## src/rtl/util_trafic_generator_pkt.sv

```systemverilog
// Packetised AXI-Stream traffic generator: programmable length, gap, payload mode and round-robin tdest.
// Optional macro UTIL_TG_TUSER_EN adds m_axis_tuser carrying the packet sequence number.
module util_trafic_generator_pkt #(
    parameter int TBYTE_NUM  = 16,
    parameter int ID_WIDTH   = 5,
    parameter int DEST_WIDTH = 5,
    parameter int LEN_WIDTH  = 16,
    parameter int GAP_WIDTH  = 16
) (
    input  logic                     clk,
    input  logic                     rst,
    input  logic                     en,
    input  logic [LEN_WIDTH-1:0]     cfg_pkt_len,
    input  logic [GAP_WIDTH-1:0]     cfg_gap,
    input  logic [1:0]               cfg_mode,
    input  logic [31:0]              cfg_pattern,
    input  logic [DEST_WIDTH-1:0]    cfg_dest_num,
    output logic                     busy,
    output logic [31:0]              pkt_cnt,
    output logic                     m_axis_tvalid,
    input  logic                     m_axis_tready,
    output logic [TBYTE_NUM*8-1:0]   m_axis_tdata,
    output logic [TBYTE_NUM-1:0]     m_axis_tkeep,
    output logic                     m_axis_tlast,
    output logic [ID_WIDTH-1:0]      m_axis_tid,
    output logic [DEST_WIDTH-1:0]    m_axis_tdest
`ifdef UTIL_TG_TUSER_EN
    ,
    output logic [31:0]              m_axis_tuser
`endif
);

    localparam int DW    = TBYTE_NUM * 8;
    localparam int KB    = $clog2(TBYTE_NUM);
    localparam int LANES = TBYTE_NUM / 4;

    typedef enum logic [1:0] {S_IDLE, S_SEND, S_GAP} state_t;

    state_t                  state_q, state_d;
    logic [LEN_WIDTH-1:0]    beat_q, beat_d, last_beat_q, last_beat_d;
    logic [KB-1:0]           rem_q, rem_d;
    logic [1:0]              mode_q, mode_d;
    logic [31:0]             pattern_q, pattern_d, lfsr_q, lfsr_d, pkt_cnt_q, pkt_cnt_d;
    logic [GAP_WIDTH-1:0]    gap_q, gap_d, gap_cnt_q, gap_cnt_d;
    logic [DEST_WIDTH-1:0]   dest_num_q, dest_num_d, tdest_q, tdest_d, dest_idx_q, dest_idx_d;
    logic [DEST_WIDTH:0]     dest_inc;
    logic [LEN_WIDTH-1:0]    len_eff;
    logic [31:0]             lfsr_next;
    logic                    start, valid, hs, is_last;
    logic [7:0]              cnt_base;
    logic [DW-1:0]           cnt_data, gen_data;
    logic [TBYTE_NUM-1:0]    keep_last;

    assign len_eff   = (cfg_pkt_len == '0) ? LEN_WIDTH'(1) : cfg_pkt_len;
    assign valid     = (state_q == S_SEND);
    assign hs        = valid & m_axis_tready;
    assign is_last   = (beat_q == last_beat_q);
    // Fibonacci LFSR, taps 32,22,2,1
    assign lfsr_next = {lfsr_q[30:0], lfsr_q[31] ^ lfsr_q[21] ^ lfsr_q[1] ^ lfsr_q[0]};
    assign dest_inc  = {1'b0, tdest_q} + (DEST_WIDTH+1)'(1);

    always_comb begin
        state_d     = state_q;
        beat_d      = beat_q;
        last_beat_d = last_beat_q;
        rem_d       = rem_q;
        mode_d      = mode_q;
        pattern_d   = pattern_q;
        lfsr_d      = lfsr_q;
        pkt_cnt_d   = pkt_cnt_q;
        gap_d       = gap_q;
        gap_cnt_d   = gap_cnt_q;
        dest_num_d  = dest_num_q;
        tdest_d     = tdest_q;
        dest_idx_d  = dest_idx_q;
        start       = 1'b0;
        case (state_q)
            S_IDLE: begin
                if (en) start = 1'b1;
            end
            S_SEND: begin
                if (hs) begin
                    lfsr_d = lfsr_next;
                    if (is_last) begin
                        pkt_cnt_d  = pkt_cnt_q + 32'd1;
                        dest_idx_d = (dest_inc >= {1'b0, dest_num_q}) ? '0 : dest_inc[DEST_WIDTH-1:0];
                        if (!en)                state_d = S_IDLE;
                        else if (gap_q == '0)   start   = 1'b1;
                        else begin
                            state_d   = S_GAP;
                            gap_cnt_d = gap_q;
                        end
                    end else begin
                        beat_d = beat_q + LEN_WIDTH'(1);
                    end
                end
            end
            S_GAP: begin
                if (gap_cnt_q <= GAP_WIDTH'(1)) begin
                    if (en) start   = 1'b1;
                    else    state_d = S_IDLE;
                end else begin
                    gap_cnt_d = gap_cnt_q - GAP_WIDTH'(1);
                end
            end
            default: state_d = S_IDLE;
        endcase
        // Packet start: latch the whole configuration so mid-packet changes are ignored
        if (start) begin
            state_d     = S_SEND;
            beat_d      = '0;
            last_beat_d = (len_eff - LEN_WIDTH'(1)) >> KB;
            rem_d       = len_eff[KB-1:0];
            mode_d      = cfg_mode;
            pattern_d   = cfg_pattern;
            lfsr_d      = (cfg_pattern == '0) ? 32'd1 : cfg_pattern;
            gap_d       = cfg_gap;
            dest_num_d  = cfg_dest_num;
            tdest_d     = (dest_idx_d >= cfg_dest_num) ? '0 : dest_idx_d;
        end
    end

    always_ff @(posedge clk) begin
        if (rst) begin
            state_q     <= S_IDLE;
            beat_q      <= '0;
            last_beat_q <= '0;
            rem_q       <= '0;
            mode_q      <= '0;
            pattern_q   <= '0;
            lfsr_q      <= '0;
            pkt_cnt_q   <= '0;
            gap_q       <= '0;
            gap_cnt_q   <= '0;
            dest_num_q  <= '0;
            tdest_q     <= '0;
            dest_idx_q  <= '0;
        end else begin
            state_q     <= state_d;
            beat_q      <= beat_d;
            last_beat_q <= last_beat_d;
            rem_q       <= rem_d;
            mode_q      <= mode_d;
            pattern_q   <= pattern_d;
            lfsr_q      <= lfsr_d;
            pkt_cnt_q   <= pkt_cnt_d;
            gap_q       <= gap_d;
            gap_cnt_q   <= gap_cnt_d;
            dest_num_q  <= dest_num_d;
            tdest_q     <= tdest_d;
            dest_idx_q  <= dest_idx_d;
        end
    end

    assign cnt_base = 8'({beat_q, {KB{1'b0}}});

    generate
        for (genvar gi = 0; gi < TBYTE_NUM; gi++) begin : g_cnt
            assign cnt_data[gi*8 +: 8] = cnt_base + 8'(gi);
        end
    endgenerate

    always_comb begin
        gen_data = {LANES{pattern_q}};
        case (mode_q)
            2'd0:    gen_data = cnt_data;
            2'd1:    gen_data = {LANES{lfsr_q}};
            default: gen_data = {LANES{pattern_q}};
        endcase
    end

    assign keep_last     = (rem_q == '0) ? '1 : ~({TBYTE_NUM{1'b1}} << rem_q);
    assign busy          = (state_q != S_IDLE);
    assign pkt_cnt       = pkt_cnt_q;
    assign m_axis_tvalid = valid;
    assign m_axis_tdata  = valid ? gen_data : '0;
    assign m_axis_tkeep  = valid ? (is_last ? keep_last : '1) : '0;
    assign m_axis_tlast  = valid & is_last;
    assign m_axis_tid    = '0;
    assign m_axis_tdest  = valid ? tdest_q : '0;

`ifdef UTIL_TG_TUSER_EN
    logic [31:0] seq_q;
    always_ff @(posedge clk) begin
        if (rst)        seq_q <= '0;
        else if (start) seq_q <= pkt_cnt_d;
    end
    assign m_axis_tuser = seq_q;
`else
    // Sequence tagging disabled: no tuser port, no sequence register.
`endif

endmodule

```

## config.mk

```make
export PLATFORM = sky130hd
export DESIGN_NAME = util_trafic_generator_pkt
export DESIGN_NICKNAME = d
export VERILOG_FILES = /design/src/rtl/util_trafic_generator_pkt.sv
export SDC_FILE = /design/constraint.sdc
export NUM_CORES = 1
export LEC_CHECK = 0
export CAP_MARGIN = 15
export CORE_MARGIN = 2
export CORE_UTILIZATION = 50
export DETAILED_ROUTE_END_ITERATION = 16
export PLACE_DENSITY_LB_ADDON = 0.12
export SLEW_MARGIN = 20
export SYNTH_ARGS = -nofsm -noshare
export SYNTH_HDL_FRONTEND = slang
export SYNTH_SLANG_ARGS = --single-unit
```

## constraint.sdc

```tcl
create_clock -name clk -period 4.2 [get_ports clk]
set_input_delay 1.05 -clock clk [delete_from_list [all_inputs] [get_ports clk]]
set_output_delay 1.05 -clock clk [all_outputs]
set_load 0.01 [all_outputs]
```

==> results.md <==
- Area grow syn2layout: 26.3%
- Core area: roughly 20,000 um2
- Status: completed
- Worst-Margin Slew: 0.932 ns
- Critical path type: reg -> out
- Slew Limit Headroom: 0.379
- Overall routing resource usage: 0.258
- Fin crit period: roughly 4 ns
- Initial Utilization: 0.513
- Drt first-iter violations: 682
- Max H-tree Level: 4
- Nets: about 1,600
- Max-slew violation count: 0
- Synthesized area per cell: just over 7 um2
- GRT met3 Usage: 0.0497
- Gpl congestion: roughly 0.94
- Diode count: 0
- Clk Latency, worst-skew pair: around 0.42 ns
- Largest net degree at the start of global routing: 90
- Chip height: around 150 um
- Final WL: 28.5 mm
- Die ar.: around 21,000 um2
- Most Crowded Layer GR: met2
- Total iterations of the first detailed-routing run: 5
- Post-synthesis sequential area ratio: 0.355
- Vias: 9,780
- Pwr dens: about 330 nW/um2
- CP arrival: between 2 and 3 ns
- Layout cells sized above 1: 0.0533
- Routing usage on met1: 0.332
- # Post-CTS Setup Buffers: 0
- Number of synthesized register bits: 179
- Reg clk slew, reported paths: around 0.060 ns
- Worst Path Required: approximately 3.2 ns
- Initial antenna violation count: 0
- Clock Tree Buf Depth: 2
- Hold Violations, Final: 0
- Routed Antenna Nets: 0
- CP Capture Type: output port
- Clock Sink Count: ~180
- Critical Path Fanout Max: 25
- Hold crit path type: reg -> reg
- Final period util: 0.954
- Clock Skew: ~0.0075 ns
- GR Util met2: 0.445
- First-pass GRT wire length: ~46 mm
- Synth unique cells: 59
- Wire per inst: 16.0 um
- I/O pins: ~260
- Buffers on Ports: 258
- Row cnt: 51
- DP Wirelength: slightly above 20 mm
- Startpoint type of the worst setup path: flip-flop
- Die Wd: 146 um
- Synth Flop Type: dfxtp_1
- Cts bufs inserted: 17
- Post-synthesis async set-or-reset flop share: 0
- # DRC: 0
- # Max-Cap Violations: 0
- CTS Root Cell: clkbuf_16
- Fmax: about 250 MHz
- Total Power: between 0.004 and 0.005 W
- Synth Instances: 1,387
- YS warnings: 0
- Setup TNS: 0 ns
- Cell area after synthesis: a little over 10,000 um2
- Peak supply drop: 278 uV
- Final setup violation count: 0
- Gr ovfl total: 0
- R2R setup slack: 0.72 ns
- Leakage: 4.82 nW
- Vias in the first global route: 9,127
- RSZ-0062 raised after global routing: no
- Via/cell ratio: ~5.5
- Post-synth EDFFs: 0
- CTS tree: yes
- Post-layout util: 0.648
metal layers:
layer	up-vias	wire, um
met2	359	13700
met3	37	1880
met5	-	0
li1	4846	-
met1	4538	12400
met4	0	543
synth_stat cells, drive strengths merged, types with 16 or more instances:
cell type  count  area share
clkbuf        63       0.023
nand3         41       0.020
buf          120       0.086
xor2          31       0.027
nor3          32       0.016
nand2        311        0.12
xnor2         27       0.023
nor4          37       0.026
nand4         16      0.0099
dfxtp        179        0.36
o31ai         17       0.013
a21oi        171       0.086
o21ai         25       0.013
inv           37       0.014
nor2         125       0.047
power breakdown:
group / internal [W] / switching [W] / leakage, nW
Combinational: 0.000331 / 0.000424 / 3.07
Clock: 0.000994 / 0.000650 / 0.294
Sequential: 0.00177 / 0.0000604 / 1.46
worst max-delay path, cell delays in order (launching register included):
cell	delay, ns
dfxtp_1	0.33
or4_4	0.55
nor4_4	0.34
nand4_1	0.33
buf_4	0.34
nor2_1	0.11
clkdlybuf4s50_1	0.54
flip-flops by register name (all words and copies together), names as in the netlist:
signal / cells
lfsr_q: 32
mode_q: 2
dest_num_q: 5
gap_cnt_q: 16
pkt_cnt: 32
gap_q: 16
pattern_q: 32
rem_q: 4
tdest_q: 5
state_q: 2
beat_q: 16
last_beat_q: 12
dest_idx_q: 5
path summary, 6_finish.rpt:
kind	depth (start not counted)	startpoint	to
min	2	pattern_q[8]$_SDFFE_PP0N_	pattern_q[8]$_SDFFE_PP0N_
max	6	beat_q[12]$_SDFFE_PP0P_	m_axis_tlast
min reg2reg	2	pattern_q[8]$_SDFFE_PP0N_	pattern_q[8]$_SDFFE_PP0N_
max reg2reg	13	beat_q[12]$_SDFFE_PP0P_	tdest_q[0]$_SDFFE_PP0N_
metrics by stage:
stage	hold slack, ns	area, um2	worst slack, ns	cells
3_3_place_gp	0.434	12100	0.361	1755
5_1_grt	0.467	12700	0.0151	1786
2_1_floorplan	0.428	10100	0.973	1391
6_report	0.446	12700	0.194	1786
4_1_cts	0.450	12700	0.105	1786
3_5_place_dp	0.440	12100	0.228	1755
final cells by class:
type,instances,area (um2)
tap,265,332
sequential,179,3580
timing repair buffer,282,2790
fill,1773,6910
clock buffer,22,484
inverter,37,139
multi-input combinational,992,5290
clock inverter,9,128
cells in the final DEF, fill, tap and decap left out, types with 24 or more instances in the layout:
master	instances
o21ai_0	24
a21oi_1	170
inv_1	37
xor2_1	31
nand3_1	41
nor4_1	33
dfxtp_1	179
clkdlybuf4s50_1	257
nor2_1	124
xnor2_1	27
nor3_1	32
nand2_1	311
timing repair:
item                       CTS  global route
hold buffers                 0             0
setup endpoints to repair    0             7
resized for setup            0             1
cells by family (layout without fill, tap and decap cells):
group	count (synthesis)	count (layout)	share of synthesized area
XOR/XNOR	58	58	0.0504
AND/OR/NAND/NOR	634	634	0.284
buffers and inverters	220	350	0.123
multiplexers	9	9	0.00967
flip-flops	179	179	0.355
adder cells (fa/ha/maj)	15	15	0.0186
other	1	5	0.000372
AO/OA/AOI/OAI	271	271	0.159
Power figures use the tool's default switching activity.
==> edit (config.mk and constraints unchanged) <==
Set the parameter `DEST_WIDTH` to 6 (it was 5).
--- a/src/rtl/util_trafic_generator_pkt.sv
+++ b/src/rtl/util_trafic_generator_pkt.sv
@@ -5,3 +5,3 @@
     parameter int ID_WIDTH   = 5,
-    parameter int DEST_WIDTH = 5,
+    parameter int DEST_WIDTH = 6,
     parameter int LEN_WIDTH  = 16,
Ports: changed (resized cfg_dest_num and m_axis_tdest); port bits go from 264 to 266. No check against the original RTL was run, so the function may have changed too.
==> edit against the unedited design <==
  * Die area decreased by 0.46%
  * Power increased by 3.5%
  * Sequential cell count increased by 3
  * Combinational power decreased by 4.8%
  * Critical path type unchanged
  * Area after synthesis decreased by 0.47%
  * Final cell count increased by 0.95%
  * Critical endpoint is now m_axis_tkeep[6]
  * Final area increased by 1.0%
  * Worst setup slack got worse by 0.025 ns
  * Wire length increased by 1.8%
==> edit: results (changes against the unedited design) <==
metric	value	unit	change
status	completed		
syn_area	10040	um^2	-0.47%
vias	9844		+0.65%
drive_gt1_frac	0.04486		-0.008391
p_leak	4.929	nW	+2.3%
use_met3	0.04765		-0.002039
cp.arrival	2.98	ns	+0.02 ns
ys_top_cells_by_count	nand2_1 (328), dfxtp_1 (182), a21oi_1 (179), nor2_1 (99), buf_4 (94)		
switching_share	0.2713		+0.003247
seq_cell_count	182		+1.7%
wl_met3	1860	um	-0.96%
synthTopCellsByArea	dfxtp_1 (36%), nand2_1 (12%), a21oi_1 (8.9%)		
synth-compound-area-share	0.1659		+0.006612
grt_pass1_vias	8996		-1.4%
avgViaCountPerCell	5.460		-0.29%
slowest_delay	0.62	ns	+0.07 ns
wl_per_cell	16.10	um	+0.83%
grt_pass1_wl	46930	um	+2.4%
synthAdderAreaFrac	0.02119		+0.002581
grt_use_total	0.2668		+0.008395
muxShareOfSynthArea	0.005982		-0.003693
multi_input_area_share	0.4097		-0.005478
synth-xor-area-share	0.04798		-0.002379
irDropWorstVdd	0.3088	mV	+11%
syn_area_per_cell	7.202	um^2	-0.97%
n_all_inverters	40		+8.1%
regArea	3643	um^2	+1.7%
met2_usage	0.4535		+0.008255
tightest_slew	1.042	ns	+0.1097 ns
met1_usage	0.3556		+0.02362
clk_share	0.05173		+0.003705
post-route-util	0.6568		+0.008626
drt-initial-drc-count	669		-1.9%
place_congestion	0.9088		-2.9%
num-multi-input-gates	1000		+0.81%
==> edit: cell count changes after synthesis, sizes merged, moves of 10 or more <==
cell    before  now
nor4        37   24
o311ai      11    1
nand2      311  328
xor2        31   19
nor2       125   99
o31ai       17    4
o21ai       25   53
==> edit: repair_timing <==
action | in CTS | in global routing
endpoints found under the setup margin | 4 | 2
hold endpoints to repair | 0 | 0
resized for setup | 2 | 1
==> edit: final timing paths <==
check,slack [ns],depth (start not counted),from,endpoint
setup reg to reg,0.53,13,state_q[1],tdest_q[5]
hold reg to reg,0.45,2,pattern_q[15],pattern_q[15]
hold / removal,0.45,2,pattern_q[15],pattern_q[15]
setup / recovery,0.17,6,state_q[1],m_axis_tkeep[6]
==> edit: power by group through the flow <==
stage	registers, mW	clock network (mW)	logic (mW)
5_1_grt	1.86	1.91	0.782
6_report	1.85	1.81	0.719
3_3_place_gp	1.89	0	0.703
4_1_cts	1.85	1.83	0.719
2_1_floorplan	1.87	0	0.434
3_5_place_dp	1.89	0	0.712
